--- config.mk ---
export PLATFORM = sky130hd
export DESIGN_NAME = stopwatch_key_ctrl_flat
export DESIGN_NICKNAME = d
export VERILOG_FILES = /design/src/rtl/stopwatch_key_ctrl_pkg.sv /design/src/rtl/stopwatch_key_ctrl_if.sv /design/src/rtl/stopwatch_key_ctrl_debounce.sv /design/src/rtl/stopwatch_key_ctrl.sv /design/src/flat_wrapper.sv
export SDC_FILE = /design/constraint.sdc
export NUM_CORES = 1
export LEC_CHECK = 0
export ABC_CLOCK_PERIOD_IN_PS = 4800
export BUFFER_PORTS_ARGS = -buffer_cell sky130_fd_sc_hd__buf_2
export CAP_MARGIN = 20
export CORE_MARGIN = 2
export CORE_UTILIZATION = 55
export CTS_CLUSTER_SIZE = 20
export DETAILED_ROUTE_END_ITERATION = 8
export PLACE_DENSITY_LB_ADDON = 0.3
export SYNTH_ARGS = -nofsm -noshare
export SYNTH_HDL_FRONTEND = slang
export SYNTH_SLANG_ARGS = --single-unit
--- constraint.sdc ---
create_clock -name clock -period 4.8 [get_ports clock]
set_input_delay 0.48 -clock clock [delete_from_list [all_inputs] [get_ports clock]]
set_output_delay 0.48 -clock clock [all_outputs]
set_load 0.02 [all_outputs]
--- src/rtl/stopwatch_key_ctrl_pkg.sv ---
// Shared types and constants for the stopwatch key control stage.
package stopwatch_pkg;

  typedef enum logic [1:0] {
    IDLE    = 2'b00,
    RUNNING = 2'b01,
    PAUSED  = 2'b10,
    LAP     = 2'b11
  } state_t;

  localparam int KEY_SS  = 0;
  localparam int KEY_LAP = 1;
  localparam int KEY_CLR = 2;
  localparam int NUM_KEYS = 3;

endpackage

--- src/rtl/stopwatch_key_ctrl_if.sv ---
// Key inputs and control outputs between the stopwatch key stage and its surroundings.
interface stopwatch_key_ctrl_if;
  import stopwatch_pkg::*;

  // No valid/ready pairs: key_n is a raw level, run and lap_hold are levels,
  // and clear_pulse is a single-cycle strobe that is never back-pressured.
  logic [NUM_KEYS-1:0] key_n;
  logic                run;
  logic                lap_hold;
  logic                clear_pulse;
  state_t              state;

  modport master (
    output key_n,
    input  run,
    input  lap_hold,
    input  clear_pulse,
    input  state
  );

  modport slave (
    input  key_n,
    output run,
    output lap_hold,
    output clear_pulse,
    output state
  );
endinterface

--- src/rtl/stopwatch_key_ctrl_debounce.sv ---
// One pushbutton: 2-flop synchroniser, saturating debounce counter, press strobe.
module key_debounce #(
  parameter int DEB_CYCLES = 1_000_000,
  parameter int CNT_W      = 20
) (
  input  logic clock,
  input  logic reset_n,
  input  logic key_n,
  output logic press
);

  logic             sync1;
  logic             sync2;
  logic             stable;
  logic             stable_d;
  logic [CNT_W-1:0] cnt;

  always_ff @(posedge clock or negedge reset_n) begin
    if (!reset_n) begin
      sync1    <= 1'b1;
      sync2    <= 1'b1;
      stable   <= 1'b1;
      stable_d <= 1'b1;
      cnt      <= '0;
      press    <= 1'b0;
    end else begin
      sync1    <= key_n;
      sync2    <= sync1;
      stable_d <= stable;
      // Falling edge of the debounced level only; release gives no event.
      press    <= stable_d & ~stable;
      if (sync2 == stable) begin
        cnt <= '0;
      end else if (cnt == CNT_W'(DEB_CYCLES - 1)) begin
        stable <= sync2;
        cnt    <= '0;
      end else begin
        cnt <= cnt + CNT_W'(1);
      end
    end
  end

endmodule

--- src/rtl/stopwatch_key_ctrl.sv ---
// Stopwatch key control: debounced keys drive a run/pause/lap FSM with registered outputs.
module stopwatch_key_ctrl
  import stopwatch_pkg::*;
#(
  parameter int DEB_CYCLES = 1_000_000,
  parameter int CNT_W      = 20
) (
  input  logic                 clock,
  input  logic                 reset_n,
  stopwatch_key_ctrl_if.slave  sw
);

  logic [NUM_KEYS-1:0] press;

  for (genvar i = 0; i < NUM_KEYS; i++) begin : g_key
    key_debounce #(
      .DEB_CYCLES (DEB_CYCLES),
      .CNT_W      (CNT_W)
    ) u_deb (
      .clock   (clock),
      .reset_n (reset_n),
      .key_n   (sw.key_n[i]),
      .press   (press[i])
    );
  end

  state_t state_q, state_d;
  logic   run_q, run_d;
  logic   lap_q, lap_d;
  logic   clr_q, clr_d;

  always_ff @(posedge clock or negedge reset_n) begin
    if (!reset_n) begin
      state_q <= IDLE;
      run_q   <= 1'b0;
      lap_q   <= 1'b0;
      clr_q   <= 1'b0;
    end else begin
      state_q <= state_d;
      run_q   <= run_d;
      lap_q   <= lap_d;
      clr_q   <= clr_d;
    end
  end

  // One winner per cycle (clr > ss > lap); a winner that the current state
  // ignores still suppresses the lower-priority presses.
  always_comb begin
    state_d = state_q;
    clr_d   = 1'b0;
    if (press[KEY_CLR]) begin
      if (state_q == IDLE || state_q == PAUSED) begin
        state_d = IDLE;
        clr_d   = 1'b1;
      end
    end else if (press[KEY_SS]) begin
      case (state_q)
        IDLE:    state_d = RUNNING;
        RUNNING: state_d = PAUSED;
        LAP:     state_d = PAUSED;
        PAUSED:  state_d = RUNNING;
        default: state_d = IDLE;
      endcase
    end else if (press[KEY_LAP]) begin
      case (state_q)
        RUNNING: state_d = LAP;
        LAP:     state_d = RUNNING;
        default: state_d = state_q;
      endcase
    end
    run_d = (state_d == RUNNING) || (state_d == LAP);
    lap_d = (state_d == LAP);
  end

  assign sw.state       = state_q;
  assign sw.run         = run_q;
  assign sw.lap_hold    = lap_q;
  assign sw.clear_pulse = clr_q;

endmodule
--- src/flat_wrapper.sv ---
// flat-port wrapper written by rule: the top's interface ports become plain ports
module stopwatch_key_ctrl_flat import stopwatch_pkg::*;
#(
  parameter int DEB_CYCLES = 1_000_000,
  parameter int CNT_W      = 20
)
  (clock, reset_n, sw_key_n, sw_run, sw_lap_hold, sw_clear_pulse, sw_state);
  stopwatch_key_ctrl_if sw_i ();
  input  logic clock;
  input  logic reset_n;
  input wire logic [$bits(sw_i.key_n)-1:0] sw_key_n;
  output wire logic [$bits(sw_i.run)-1:0] sw_run;
  output wire logic [$bits(sw_i.lap_hold)-1:0] sw_lap_hold;
  output wire logic [$bits(sw_i.clear_pulse)-1:0] sw_clear_pulse;
  output wire logic [$bits(sw_i.state)-1:0] sw_state;
  assign sw_i.key_n = sw_key_n;
  assign sw_run = sw_i.run;
  assign sw_lap_hold = sw_i.lap_hold;
  assign sw_clear_pulse = sw_i.clear_pulse;
  assign sw_state = sw_i.state;
  stopwatch_key_ctrl #(.DEB_CYCLES(DEB_CYCLES), .CNT_W(CNT_W)) u_core (.clock(clock), .reset_n(reset_n), .sw(sw_i));
endmodule
== Word-level counts from Yosys, hierarchy flattened ==
Cells that the tools add are included.

* Output and inout bits: 5
* Register bits after elaboration: 80
* Input bits: 5

* Equal/unequal tests: 11
* Bitwise logic cells: 9
* $add $sub $neg: 3
* Muxes and demuxes: 14
* Reductions and logical operators: 8

{| class="wikitable"
|+ Operators with widths
! kind !! number
|-
| two-way mux 20 bit || 6
|-
| adder 20 x 1 -> 20 bit (second input constant) || 3
|-
| == test 20 bit (second input constant) || 3
|-
| two-way mux 2 bit || 4
|-
| case mux 2 bit (2 select lines) || 2
|-
| == test 2 bit (second input constant) || 3
|-
| inverter 1 bit || 6
|-
| AND reduction 2 bit || 3
|-
| == test 2 x 1 -> 1 bit (second input constant) || 2
|-
| OR reduction 2 bit || 2
|-
| AND 1 bit || 3
|-
| == test 1 bit || 3
|-
| logical NOT 2 bit || 1
|-
| logical OR 1 bit || 2
|-
| two-way mux 1 bit || 2
|}

== Depth between registers and ports, before layout ==
* Depth after elaboration: 7
* Depth in mapped cells: 7

== Cells and area by module ==
A second synthesis with hierarchy kept.

* Cell total of the unflattened synthesis: 359
* Area total of the unflattened synthesis: 3,796.1 um^2

{| class="wikitable"
|+ Modules (own cells, without submodules)
! module !! cells each !! area each (um^2) !! times used !! seq. area each (um^2)
|-
| key_debounce || 111 || 1,176.1 || 3 || 630.6
|-
| stopwatch_key_ctrl || 26 || 267.8 || 1 || 100.1
|}

== Worst setup path after synthesis ==
OpenSTA, ideal clock, no wires.

* Path type: reg-to-reg
* Start: reg u_core.g_key[0].u_deb.cnt[0]
* End: reg u_core.g_key[0].u_deb.cnt[18]
* Arrival time: 1.833 ns
* Setup time: 0.078 ns
* Period minus slack after synthesis: 1.911 ns
* Stages on the path, launching flop included: 6
* Buffers on the path: 0
* Required time: 4.722 ns
* Slack: 2.889 ns
* Cell sequence: dfrtp_1 ha_1 nand2_1 or4_4 or4_1 a21oi_1

* Word-level cells in the longest chain between the ends: 3
* Elaborated cells on any way between the ends: 4

{| class="wikitable"
|+ Ends and longest elaborated chain
! what !! RTL line !! text
|-
| from (decl) || stopwatch_key_ctrl_debounce.sv:16 || <nowiki>logic [CNT_W-1:0] cnt;</nowiki>
|-
| from (signal assigned) || stopwatch_key_ctrl_debounce.sv:38 || <nowiki>cnt <= cnt + CNT_W'(1);</nowiki>
|-
| adder 20 x 1 -> 20 bit / == test 20 bit (equally long branches) || stopwatch_key_ctrl_debounce.sv:38, stopwatch_key_ctrl_debounce.sv:34 ||
|-
| two-way mux 20 bit * || stopwatch_key_ctrl_debounce.sv:34 || <nowiki>end else if (cnt == CNT_W'(DEB_CYCLES - 1)) begin</nowiki>
|-
| two-way mux 20 bit * || stopwatch_key_ctrl_debounce.sv:32 || <nowiki>if (sync2 == stable) begin</nowiki>
|}

Mark *: on every way between the ends. The rest lies on a longest branch, timed or not.
A chain may end at the register's enable or synchronous reset.

== Worst setup path after layout ==
* Start: reg u_core.g_key[1].u_deb.cnt[17]
* End: reg u_core.g_key[1].u_deb.cnt[5]

* Word-level cells in the longest chain between the ends: 3

{| class="wikitable"
|+ Ends and longest elaborated chain
! what !! RTL line
|-
| from (decl) || stopwatch_key_ctrl_debounce.sv:16
|-
| from (signal assigned) || stopwatch_key_ctrl_debounce.sv:38
|-
| == test 20 bit || stopwatch_key_ctrl_debounce.sv:34
|-
| two-way mux 20 bit || stopwatch_key_ctrl_debounce.sv:34
|-
| two-way mux 20 bit || stopwatch_key_ctrl_debounce.sv:32
|}

No other way between the ends.

==> reports/qor.yml <==
fp-row-count: 30
core_area_um2: 6720
place_congestion: 0.847
drc: 0
die_w_um: 86.8
period_share_pct: 46.3
grt.met3_usage_pct: 3.81
die_height_um: 86.8
worst_slew_pin_slew_ps: 958
irDropWorstVdd_v: 0.000222
hold_viol: 0
dieArea_um2: 7540
area_growth_pct: 9.85
grt_pass1_wl_mm: 11.9
antenna_found_initial: 0
relSlewSlack_pct: 36.1
dr.pass1.iters: 4
min_period_ps: 2220
wire_per_inst_um: 13.9
min_delay_path_depth: 1
cts_setup_buffers: 0
gr-total-overflow: 0
drtIter0Drc: 144
r2r_cells: 5
cts_tree: "built"
cts-buffers-inserted: 9
diodes: 0
fmax_ghz: 0.450
clk_latency_ps: 350
pwr-share-comb_pct: 2.8
hold_class: "primary input to flop"
cellInternalPower_mw: 0.988
place_hpwl_mm: 4.46
grtUsageTotal_pct: 19.9
ys_warn_count: 0
clock-sinks: 80
cp.required_ps: 5040
fin_skew_ps: 11.5
wl_mm: 6.54
synth-edff-count: 0
rsz0062_at_grt: "no"
ios: 10
cp-start-kind: "flop"
cts.path.max_buffers: 2
port_buffers: 9
p_seq_share_pct: 54.8
busiest_layer: "met2"
status: "finished, final reports clean"
p_leak_nw: 1.71
max_cap_viol_count: 0
use_met1_pct: 26.1
switching_share_pct: 21.9
grt_max_degree: 81
crit_path_end_kind: "flop"
avgSynthCellArea_um2: 10.2
synth_top_flop_cell: "dfrtp_1"
vias: 2732
path_max_fanout: 13
nets: 397
synthesis.area_um2: 3770
async_flop_share_pct: 100
ys_types: 38
setup.worst_path.class: "flop to flop"
h-tree-depth: 3
grt_util_met2_pct: 32.1
layout-drive-gt1-share_pct: 13.6
maxSlewViolCount: 0
yosysSeqAreaShare_pct: 53.5
grt_pass1_vias: 2713
initial_utilization_pct: 56.1
clk_root_buffer_cell: "clkbuf_8"
fin_tns_setup_ps: 0
holdBufCountCts: 0
path_clk_slew_ps: 80
routed_via_density: 5.81
p_clk_share_pct: 42.3
hold_ws_ps: 226
arrival_ps: 2460
synthCells: 370
p_per_area_nw_per_um2: 305
synth_fp_nets: 382
setup_viol_count_final: 0
cts_resized: 0
ys_ff_latch: 80
ant_nets: 0
power_switching_mw: 0.277
state kept, by name, indices dropped and copies added (netlist names):
signal / flops
u_core.sw.run: 1
u_core.sw.lap_hold: 1
u_core.sw.clear_pulse: 1
u_core.sw.state: 2
u_core.g_key.u_deb.sync2: 3
u_core.g_key.u_deb.stable: 3
u_core.g_key.u_deb.sync1: 3
u_core.g_key.u_deb.press: 3
u_core.g_key.u_deb.cnt: 60
u_core.g_key.u_deb.stable_d: 3
final timing paths:
check	startpoint	end	slack (ps)
max	u_core.g_key[1].u_deb.cnt[17]$_DFF_PN0_	u_core.g_key[1].u_deb.cnt[5]$_DFF_PN0_	2580
min	sw_key_n[1]	u_core.g_key[1].u_deb.sync1$_DFF_PN1_	230
max reg2reg	u_core.g_key[1].u_deb.cnt[17]$_DFF_PN0_	u_core.g_key[1].u_deb.cnt[5]$_DFF_PN0_	2580
min reg2reg	u_core.g_key[2].u_deb.sync1$_DFF_PN1_	u_core.g_key[2].u_deb.sync2$_DFF_PN1_	360
max in group asynchronous	reset_n	u_core.g_key[2].u_deb.cnt[4]$_DFF_PN0_	3900
min in group asynchronous	reset_n	u_core.g_key[0].u_deb.cnt[12]$_DFF_PN0_	280
power by group through the flow:
stage               clock network, mW  logic (mW)  registers, mW
finish                          0.535      0.0359          0.693
global route                    0.582      0.0437          0.695
detailed placement                  0      0.0376          0.706
floorplan                           0      0.0177          0.704
CTS                             0.551      0.0377          0.693
global placement                    0      0.0371          0.706
kinds of logic (layout without fill, tap and decap cells):
group	after synthesis	after routing	synth area share, %
simple gates	170	170	24.3
compound gates	50	50	7.86
mux	4	4	1.16
flops	80	80	53.5
buf+inv	22	42	2.29
xor+xnor	37	37	8.59
fa+ha+maj	7	7	2.32
synthesized netlist by cell type, drive strengths merged, types with 2 or more instances:
library cell,number,area (µm²)
nor4,10,62.6
inv,14,52.6
nand2,24,90.1
clkbuf,6,23.8
xor2,18,158
o21ai,12,60.1
o31ai,9,67.6
dfstp,12,315
nand4,9,77.6
and3,10,62.6
xnor2,19,166
a21oi,20,100
ha,7,87.6
nand3,27,140
or4b,2,20.0
nor3,10,50.1
and4,3,26.3
a211oi,3,22.5
o21a,2,15.0
or3,8,51.3
mux2,3,33.8
nor2,46,173
a21o,3,22.5
or4,9,71.3
and2,2,12.5
buf,2,10.0
nand4b,4,35.0
nor4b,3,26.3
dfrtp,68,1700
nor2b,3,18.8
critical path: stages (launching register included):
cell     delay (ps)
dfrtp_1         400
nand3_1         120
or4b_2          660
o31ai_2         570
buf_4           300
nor2_1           70
final cells by class:
type | count | area (µm²)
fillers | 555 | 2570
clock inverters | 7 | 96.3
repair buffers | 12 | 70.1
flip-flops and latches | 80 | 2020
clock buffers | 9 | 124
well taps | 80 | 100
inverters | 14 | 52.6
multi-input cells | 268 | 1680
through the flow:
stage / utilization (%) / total power [mW] / setup slack (ps) / instance area (µm²) / std cells
global route: 61.7 / 1.32 / 2370 / 4140 / 470
finish: 61.7 / 1.26 / 2580 / 4140 / 470
detailed placement: 58.4 / 0.744 / 2560 / 3920 / 454
global placement: 58.4 / 0.743 / 2660 / 3920 / 454
floorplan: - / 0.722 / 2890 / 3770 / 370
CTS: 61.7 / 1.28 / 2550 / 4140 / 470
layer usage:
layer	part of all wire, %	up-vias	wire, µm
met1	48	1333	3140
met2	47	42	3090
li1	-	1348	-
met5	0	-	0
met4	1.7	0	110
met3	3.1	9	202
layout by cell type, fill, tap and decap left out, types with 3 or more instances in the layout:
| cell | n |
|---|---|
| nand2_1 | 24 |
| o21ai_0 | 12 |
| and3_1 | 10 |
| buf_4 | 4 |
| clkbuf_8 | 9 |
| a211oi_1 | 3 |
| or4_1 | 8 |
| nor2_1 | 46 |
| o31ai_2 | 3 |
| and4_1 | 3 |
| ha_1 | 7 |
| nor4b_1 | 3 |
| xor2_1 | 18 |
| clkinv_4 | 3 |
| nand4b_1 | 4 |
| dfstp_2 | 12 |
| or3_1 | 7 |
| dfrtp_1 | 68 |
| nand3_1 | 26 |
| nor4_1 | 10 |
| nor2b_1 | 3 |
| a21o_1 | 3 |
| a21oi_1 | 20 |
| mux2_2 | 3 |
| o31ai_1 | 6 |
| xnor2_1 | 19 |
| inv_1 | 14 |
| nor3_1 | 10 |
| buf_2 | 8 |
| nand4_1 | 7 |
(Power assumes the default switching activity.)
